File: src/rtl/wb_pkg.sv
// Shared Wishbone interconnect types and constants.
// The address-window mask helper is shared by the decoder and any future crossbar.
package wb_pkg;

  localparam int unsigned WB_AW = 32;
  localparam int unsigned WB_DW = 32;

  typedef enum logic [1:0] {
    IDLE = 2'd0,
    BUSY = 2'd1,
    MISS = 2'd2,
    TOUT = 2'd3
  } wb_state_e;

  localparam logic [1:0] ERR_MISS = 2'b01;
  localparam logic [1:0] ERR_TOUT = 2'b10;

  // Mask that keeps the bits above a 2^w-byte window.
  function automatic logic [WB_AW-1:0] win_mask(input logic [7:0] w);
    return ~((32'd1 << w) - 32'd1);
  endfunction

endpackage

File: src/rtl/wb_addr_decode.sv
// Combinational base/window address decoder with lowest-index priority.
// Produces a one-hot hit vector and an any-hit flag.
module wb_addr_decode
  import wb_pkg::*;
#(
  parameter int unsigned             N           = 3,
  parameter logic [N*WB_AW-1:0]      BASE_ADDRS  = {32'h3000_8000, 32'h3000_4000, 32'h3000_0000},
  parameter logic [N*8-1:0]          ADDR_WIDTHS = {8'd12, 8'd10, 8'd11}
) (
  input  logic [WB_AW-1:0] adr_i,
  output logic [N-1:0]     hit_o,
  output logic             any_hit_o
);

  // Walk from the top slot down so the lowest matching index overwrites the rest.
  always_comb begin
    hit_o     = '0;
    any_hit_o = 1'b0;
    for (int k = int'(N) - 1; k >= 0; k--) begin
      if ((adr_i & win_mask(ADDR_WIDTHS[8*k +: 8])) == BASE_ADDRS[WB_AW*k +: WB_AW]) begin
        hit_o     = '0;
        hit_o[k]  = 1'b1;
        any_hit_o = 1'b1;
      end
    end
  end

endmodule

File: src/rtl/wishbone_mux_n.sv
// 1-master/N-slave Wishbone classic interconnect with registered decode,
// decode-miss and timeout responses, master-abort handling and sticky error status.
module wishbone_mux_n
  import wb_pkg::*;
#(
  parameter int unsigned                N_SLAVES    = 3,
  parameter logic [N_SLAVES*WB_AW-1:0]  BASE_ADDRS  = {32'h3000_8000, 32'h3000_4000, 32'h3000_0000},
  parameter logic [N_SLAVES*8-1:0]      ADDR_WIDTHS = {8'd12, 8'd10, 8'd11},
  parameter logic [9:0]                 TIMEOUT     = 10'd255,
  parameter logic [WB_DW-1:0]           ERR_DATA    = 32'hDEAD_BEEF
) (
  input  logic                         wb_clk_i,
  input  logic                         wb_rst_i,
  input  logic                         wbs_stb_i,
  input  logic                         wbs_cyc_i,
  input  logic                         wbs_we_i,
  input  logic [3:0]                   wbs_sel_i,
  input  logic [WB_DW-1:0]             wbs_dat_i,
  input  logic [WB_AW-1:0]             wbs_adr_i,
  output logic                         wbs_ack_o,
  output logic [WB_DW-1:0]             wbs_dat_o,
  output logic [N_SLAVES-1:0]          wbm_stb_o,
  output logic [N_SLAVES-1:0]          wbm_cyc_o,
  output logic                         wbm_we_o,
  output logic [3:0]                   wbm_sel_o,
  output logic [WB_DW-1:0]             wbm_dat_o,
  output logic [WB_AW-1:0]             wbm_adr_o,
  input  logic [N_SLAVES-1:0]          wbm_ack_i,
  input  logic [N_SLAVES*WB_DW-1:0]    wbm_dat_i,
  output logic                         err_o,
  output logic [1:0]                   err_code_o,
  output logic [WB_AW-1:0]             err_adr_o,
  input  logic                         err_clr_i
);

  localparam int unsigned TW    = $clog2(int'(TIMEOUT) + 1);
  localparam logic [TW-1:0] TLAST = TW'(TIMEOUT - 10'd1);

  wb_state_e             state_q, state_d;
  logic [N_SLAVES-1:0]   sel_q, sel_d;
  logic [TW-1:0]         tcnt_q, tcnt_d;
  logic [WB_AW-1:0]      adr_q, adr_d;
  logic [WB_DW-1:0]      dat_q, dat_d;
  logic                  we_q, we_d;
  logic [3:0]            bsel_q, bsel_d;
  logic                  err_q, err_d;
  logic [1:0]            err_code_q, err_code_d;
  logic [WB_AW-1:0]      err_adr_q, err_adr_d;

  logic [N_SLAVES-1:0]   hit;
  logic                  any_hit;
  logic [WB_DW-1:0]      rd_mux;
  logic                  slave_ack;
  logic                  err_set;
  logic [1:0]            err_set_code;
  logic [WB_AW-1:0]      err_set_adr;

  wb_addr_decode #(
    .N           (N_SLAVES),
    .BASE_ADDRS  (BASE_ADDRS),
    .ADDR_WIDTHS (ADDR_WIDTHS)
  ) u_decode (
    .adr_i     (wbs_adr_i),
    .hit_o     (hit),
    .any_hit_o (any_hit)
  );

  always_comb begin
    rd_mux = '0;
    for (int k = 0; k < int'(N_SLAVES); k++) begin
      rd_mux = rd_mux | (wbm_dat_i[WB_DW*k +: WB_DW] & {WB_DW{sel_q[k]}});
    end
  end

  assign slave_ack = |(wbm_ack_i & sel_q);

  always_comb begin
    state_d      = state_q;
    sel_d        = sel_q;
    tcnt_d       = tcnt_q;
    adr_d        = adr_q;
    dat_d        = dat_q;
    we_d         = we_q;
    bsel_d       = bsel_q;
    err_set      = 1'b0;
    err_set_code = 2'b00;
    err_set_adr  = '0;
    wbs_ack_o    = 1'b0;
    wbs_dat_o    = '0;
    wbm_stb_o    = '0;
    wbm_cyc_o    = '0;

    case (state_q)
      IDLE: begin
        if (wbs_cyc_i && wbs_stb_i) begin
          adr_d  = wbs_adr_i;
          dat_d  = wbs_dat_i;
          we_d   = wbs_we_i;
          bsel_d = wbs_sel_i;
          sel_d  = hit;
          tcnt_d = '0;
          if (any_hit) begin
            state_d = BUSY;
          end else begin
            state_d      = MISS;
            err_set      = 1'b1;
            err_set_code = ERR_MISS;
            err_set_adr  = wbs_adr_i;
          end
        end
      end
      BUSY: begin
        wbm_stb_o = sel_q;
        wbm_cyc_o = sel_q;
        wbs_dat_o = rd_mux;
        // A master abort takes priority: any ack arriving in that cycle is swallowed.
        if (!wbs_cyc_i) begin
          state_d = IDLE;
        end else if (slave_ack) begin
          wbs_ack_o = 1'b1;
          state_d   = IDLE;
        end else if (tcnt_q == TLAST) begin
          state_d      = TOUT;
          err_set      = 1'b1;
          err_set_code = ERR_TOUT;
          err_set_adr  = adr_q;
        end else if (tcnt_q != {TW{1'b1}}) begin
          tcnt_d = tcnt_q + 1'b1;
        end
      end
      MISS, TOUT: begin
        wbs_ack_o = wbs_cyc_i;
        wbs_dat_o = ERR_DATA;
        state_d   = IDLE;
      end
      default: state_d = IDLE;
    endcase
  end

  // Only the first error is kept; a clear in the same cycle as a new error lets it in.
  always_comb begin
    err_d      = err_q;
    err_code_d = err_code_q;
    err_adr_d  = err_adr_q;
    if (err_set && (!err_q || err_clr_i)) begin
      err_d      = 1'b1;
      err_code_d = err_set_code;
      err_adr_d  = err_set_adr;
    end else if (err_clr_i) begin
      err_d      = 1'b0;
      err_code_d = 2'b00;
      err_adr_d  = '0;
    end
  end

  always_ff @(posedge wb_clk_i) begin
    if (wb_rst_i) begin
      state_q    <= IDLE;
      sel_q      <= '0;
      tcnt_q     <= '0;
      adr_q      <= '0;
      dat_q      <= '0;
      we_q       <= 1'b0;
      bsel_q     <= '0;
      err_q      <= 1'b0;
      err_code_q <= 2'b00;
      err_adr_q  <= '0;
    end else begin
      state_q    <= state_d;
      sel_q      <= sel_d;
      tcnt_q     <= tcnt_d;
      adr_q      <= adr_d;
      dat_q      <= dat_d;
      we_q       <= we_d;
      bsel_q     <= bsel_d;
      err_q      <= err_d;
      err_code_q <= err_code_d;
      err_adr_q  <= err_adr_d;
    end
  end

  assign wbm_we_o   = we_q;
  assign wbm_sel_o  = bsel_q;
  assign wbm_dat_o  = dat_q;
  assign wbm_adr_o  = adr_q;
  assign err_o      = err_q;
  assign err_code_o = err_code_q;
  assign err_adr_o  = err_adr_q;

endmodule
File: config.mk
export PLATFORM = sky130hd
export DESIGN_NAME = wishbone_mux_n
export DESIGN_NICKNAME = d
export VERILOG_FILES = /design/src/rtl/wb_pkg.sv /design/src/rtl/wb_addr_decode.sv /design/src/rtl/wishbone_mux_n.sv
export SDC_FILE = /design/constraint.sdc
export NUM_CORES = 1
export LEC_CHECK = 0
export CORE_MARGIN = 5
export CORE_UTILIZATION = 34
export CTS_CLUSTER_DIAMETER = 200
export CTS_CLUSTER_SIZE = 16
export DETAILED_ROUTE_END_ITERATION = 6
export HOLD_SLACK_MARGIN = 0.12
export PLACE_DENSITY = 0.77
export SYNTH_ARGS = -nofsm -noshare
export SYNTH_HDL_FRONTEND = slang
export SYNTH_SLANG_ARGS = --single-unit
File: constraint.sdc
create_clock -name wb_clk_i -period 2.2 [get_ports wb_clk_i]
set_clock_uncertainty 0.1 [all_clocks]
set_input_delay 0.44 -clock wb_clk_i [delete_from_list [all_inputs] [get_ports wb_clk_i]]
set_output_delay 0.44 -clock wb_clk_i [all_outputs]
set_load 0.05 [all_outputs]
==> run_summary.xml <==
<?xml version="1.0" encoding="UTF-8"?>
<metrics>
  <group name="global_route">
    <metric name="groute.usage.overall" unit="%">23.2</metric>
    <metric name="pin_count_of_the_biggest_net_entering_global_routing" unit="">50</metric>
    <metric name="grt_pass1_vias" unit="">5906</metric>
    <metric name="grt_overflow" unit="">0</metric>
    <metric name="number_of_antenna_violations_at_the_first_check_in_global_routing" unit="">1</metric>
    <metric name="grt_pass1_wl" unit="mm">33.2</metric>
  </group>
  <group name="sta">
    <metric name="grt_setup_unrepaired" unit="">true</metric>
    <metric name="finalWorstPathRequiredPeriod" unit="ns">2.30</metric>
    <metric name="finalSetupViolations" unit="">23</metric>
    <metric name="slew-limit-headroom" unit="%">61.3</metric>
    <metric name="timing_max_transition_violations_final" unit="">0</metric>
    <metric name="fin_crit_sh" unit="%">104</metric>
    <metric name="setup_total_negative_slack" unit="ns">-1.12</metric>
    <metric name="finalHoldViolations" unit="">0</metric>
    <metric name="worst_slack_setup_final" unit="ns">-0.0984</metric>
    <metric name="fmax" unit="MHz">435</metric>
    <metric name="timing_worst_slew_pin_value" unit="ns">0.579</metric>
  </group>
  <group name="floorplanning">
    <metric name="num_rows" unit="">45</metric>
    <metric name="dieArea" unit="µm²">17900</metric>
    <metric name="start_util" unit="%">34.5</metric>
    <metric name="boundaryPins" unit="">316</metric>
    <metric name="die_width" unit="µm">134</metric>
    <metric name="dieHeight" unit="µm">134</metric>
    <metric name="coreArea" unit="µm²">15100</metric>
  </group>
  <group name="clock_tree">
    <metric name="clk_root_buffer_cell" unit="">sky130_fd_sc_hd__clkbuf_16</metric>
    <metric name="cts.path.max_buffers" unit="">2</metric>
    <metric name="sink_count_of_the_clock_tree" unit="">117</metric>
    <metric name="worst_setup_hold_path_clk_slew" unit="ns">0.05</metric>
    <metric name="h_tree_levels" unit="">4</metric>
    <metric name="cts_tree" unit="">yes</metric>
    <metric name="cts_buf_count" unit="">17</metric>
    <metric name="clock_insertion_delay_worst_skew" unit="ns">0.41</metric>
    <metric name="cts_hold_buffers" unit="">0</metric>
  </group>
  <group name="flow_run">
    <metric name="maxCapViolCount" unit="">0</metric>
  </group>
  <group name="detailed_routing">
    <metric name="route.detailed.wl_per_inst" unit="µm">19.4</metric>
    <metric name="routed_wirelength" unit="mm">23.0</metric>
    <metric name="drt-pass1-iter-count" unit="">7</metric>
    <metric name="detail_route.drc_violations" unit="">0</metric>
    <metric name="detailedRoute.firstIterationViolations" unit="">389</metric>
    <metric name="vias_after_detailed_routing" unit="">6186</metric>
    <metric name="route.detailed.vias_per_inst" unit="">5.21</metric>
    <metric name="postRouteAntennaNets" unit="">0</metric>
  </group>
  <group name="placed_design">
    <metric name="placedInstanceArea" unit="µm²">9350</metric>
    <metric name="dpl.hpwl" unit="mm">16.6</metric>
    <metric name="placedCellCount" unit="">1136</metric>
    <metric name="port_buffers" unit="">315</metric>
    <metric name="gp_congestion" unit="">0.854</metric>
  </group>
  <group name="worst_setup_path">
    <metric name="cp-end-kind" unit="">primary output</metric>
    <metric name="reg2reg_slack" unit="ns">0.06</metric>
    <metric name="critical_path_class" unit="">reg2out</metric>
    <metric name="startpoint_type" unit="">register</metric>
    <metric name="r2r-end" unit="">err_adr_o[24]</metric>
    <metric name="crit_path_max_fanout" unit="">9</metric>
    <metric name="timing.reg2reg.worst_path_depth" unit="">11</metric>
    <metric name="worst-endpoint-arrival" unit="ns">1.76</metric>
    <metric name="worst_r2r_startpoint" unit="">sel_q[0]</metric>
    <metric name="critPathRequiredTime" unit="ns">1.66</metric>
  </group>
  <group name="synth">
    <metric name="synth_largest_type_area_fraction" unit="%">44.8</metric>
    <metric name="netlist-cell-type-count" unit="">45</metric>
    <metric name="ys_dominant_reg_cell" unit="">sky130_fd_sc_hd__dfxtp_1</metric>
    <metric name="synth_async_sr_flop_share" unit="%">0</metric>
    <metric name="synth_seq_cells" unit="">117</metric>
    <metric name="post_synth.cell_area_avg" unit="µm²">8.44</metric>
    <metric name="synth_cells" unit="">619</metric>
    <metric name="synthesis.area" unit="µm²">5220</metric>
    <metric name="ys.warnings.count" unit="">0</metric>
    <metric name="netlist.top_cell.by_area" unit="">sky130_fd_sc_hd__dfxtp_1</metric>
    <metric name="synth.yosys.seq_area_share" unit="%">44.8</metric>
    <metric name="synth_enable_flop_cells" unit="">0</metric>
    <metric name="synth_nets" unit="">794</metric>
    <metric name="synth_top_cells_by_area" unit="">sky130_fd_sc_hd__dfxtp_1, sky130_fd_sc_hd__nand2_1, sky130_fd_sc_hd__a21oi_1</metric>
  </group>
  <group name="finish">
    <metric name="fill_cells" unit="">1154</metric>
    <metric name="finish.net_count" unit="">1160</metric>
    <metric name="area_growth" unit="%">98.4</metric>
    <metric name="finish.cell_count_without_fillers" unit="">1187</metric>
    <metric name="finalInstanceArea" unit="µm²">10400</metric>
    <metric name="layout-drive-gt1-share" unit="%">19.6</metric>
  </group>
  <group name="min_path">
    <metric name="startpoint_of_the_tightest_hold_check_path" unit="">wbs_adr_i[18]</metric>
    <metric name="holdPathEnd" unit="">err_adr_o[18]</metric>
    <metric name="timing.hold.worst.class" unit="">in2reg</metric>
    <metric name="hold-path-cell-count" unit="">3</metric>
  </group>
  <group name="power">
    <metric name="power" unit="mW">6.25</metric>
    <metric name="power.ir.vdd_worst" unit="mV">0.453</metric>
    <metric name="powerDensity" unit="nW/µm²">604</metric>
    <metric name="power.static_leakage" unit="nW">3.96</metric>
  </group>
  <group name="outcome">
    <metric name="violations" unit="">setup timing</metric>
    <metric name="status" unit="">finished, violations left</metric>
  </group>
</metrics>
-- what timing repair did --
item,in CTS,in global routing
cloned,1,7
hold endpoints to repair,0,0
resized for setup,17,48
buffers inserted,2,9
setup endpoints to repair,72,77
pin swaps,9,27
-- per-layer routing --
| metal | share of wire, % | wire [µm] | vias to the layer above | global-route usage, % |
|---|---|---|---|---|
| met5 | 0 | 0 | - | 0 |
| met1 | 38 | 8640 | 2914 | 26.6 |
| met2 | 52 | 11900 | 273 | 41.1 |
| li1 | - | - | 2972 | - |
| met3 | 8.6 | 1980 | 27 | 7.28 |
| met4 | 2.0 | 467 | 0 | 7.54 |
-- cell usage after synthesis (4+ instances only) --
master and number:
sky130_fd_sc_hd__clkbuf_1 40, sky130_fd_sc_hd__a221o_1 31, sky130_fd_sc_hd__a21oi_1 75, sky130_fd_sc_hd__and2_1 34
sky130_fd_sc_hd__nor2b_1 4, sky130_fd_sc_hd__buf_6 5, sky130_fd_sc_hd__inv_1 4, sky130_fd_sc_hd__nand4_1 4
sky130_fd_sc_hd__nand2_1 148, sky130_fd_sc_hd__xnor2_1 6, sky130_fd_sc_hd__nor2_1 25, sky130_fd_sc_hd__nand2b_1 8
sky130_fd_sc_hd__o21ai_0 5, sky130_fd_sc_hd__nand3_1 4, sky130_fd_sc_hd__nor3_1 4, sky130_fd_sc_hd__dfxtp_1 117
sky130_fd_sc_hd__a222oi_1 33, sky130_fd_sc_hd__o21bai_1 24
-- state kept, by name (all words and copies together), names as in the netlist --
signal      cells
state_q         2
err_o           1
wbm_adr_o      32
tcnt_q          8
err_adr_o      32
wbm_dat_o      32
wbm_we_o        1
sel_q           3
wbm_sel_o       4
err_code_o      2
-- how the worst max path moves through the flow --
stage	depth (start not counted)	to	startpoint
final	5	wbs_dat_o[6]	sel_q[0]
after global routing	6	wbs_ack_o	sel_q[0]
after CTS	6	wbs_ack_o	sel_q[0]
after detailed placement	8	err_adr_o[7]	wbm_ack_i[0]
after global placement	8	err_adr_o[7]	wbm_ack_i[0]
after floorplan	4	wbs_dat_o[0]	sel_q[2]
-- placed cells by master, fill, tap and decap left out, drive strengths merged, types with 6 or more instances in the layout --
cell / n
a21oi: 75
inv: 6
dfxtp: 117
nor4: 6
o21bai: 24
clkinv: 10
xnor2: 6
buf: 125
nand2: 149
a222oi: 33
a221o: 31
clkbuf: 21
and2: 34
dlymetal6s2s: 9
nor2: 25
clkdlybuf4s50: 261
nand2b: 8
-- cell families (layout without fill, tap and decap cells) --
| group | count (synthesis) | in the layout | synth area share (%) |
|---|---|---|---|
| AOI/OAI and AO/OA | 184 | 184 | 26.1 |
| xor gates and xnor gates | 6 | 6 | 1.01 |
| adders and majority gates | 2 | 2 | 0.479 |
| buffers and inverters | 60 | 439 | 5.34 |
| DFF | 117 | 117 | 44.8 |
| muxes | 1 | 1 | 0.192 |
| other | 0 | 1 | 0 |
| and+or+nand+nor | 249 | 249 | 22.1 |
-- through the flow --
step	hold slack (ns)	setup WS (ns)	util, %
4_1_cts	0.355	-0.110	66.2
6_report	0.336	-0.0984	68.4
2_1_floorplan	0.385	0.0136	-
3_3_place_gp	0.333	-0.509	61.7
5_1_grt	0.351	-0.177	68.4
3_5_place_dp	0.344	-0.470	61.7
-- worst max-delay path, stage by stage, from the launching register on --
cell	delay (ns)
sky130_fd_sc_hd__dfxtp_4	0.36
sky130_fd_sc_hd__buf_4	0.16
sky130_fd_sc_hd__buf_16	0.14
sky130_fd_sc_hd__a222oi_1	0.35
sky130_fd_sc_hd__o21bai_1	0.17
sky130_fd_sc_hd__buf_12	0.17
-- layout make-up --
type,instances,area [µm²],area share (%)
clock inverter,15,156,1.51
clock buffer,17,425,4.11
timing repair buffer,402,4430,42.7
tap,188,235,2.27
antenna,1,2.50,0.0242
inverter,5,18.8,0.181
sequential,117,2350,22.7
multi-input combinational,442,2750,26.5
-- report_power, final --
group	switching [mW]	total, mW	internal (mW)
clock	1.03	2.70	1.67
sequential	0.0507	2.25	2.20
combinational	0.678	1.30	0.621
total	1.76	6.25	4.49
Power figures use the tool's default switching activity.
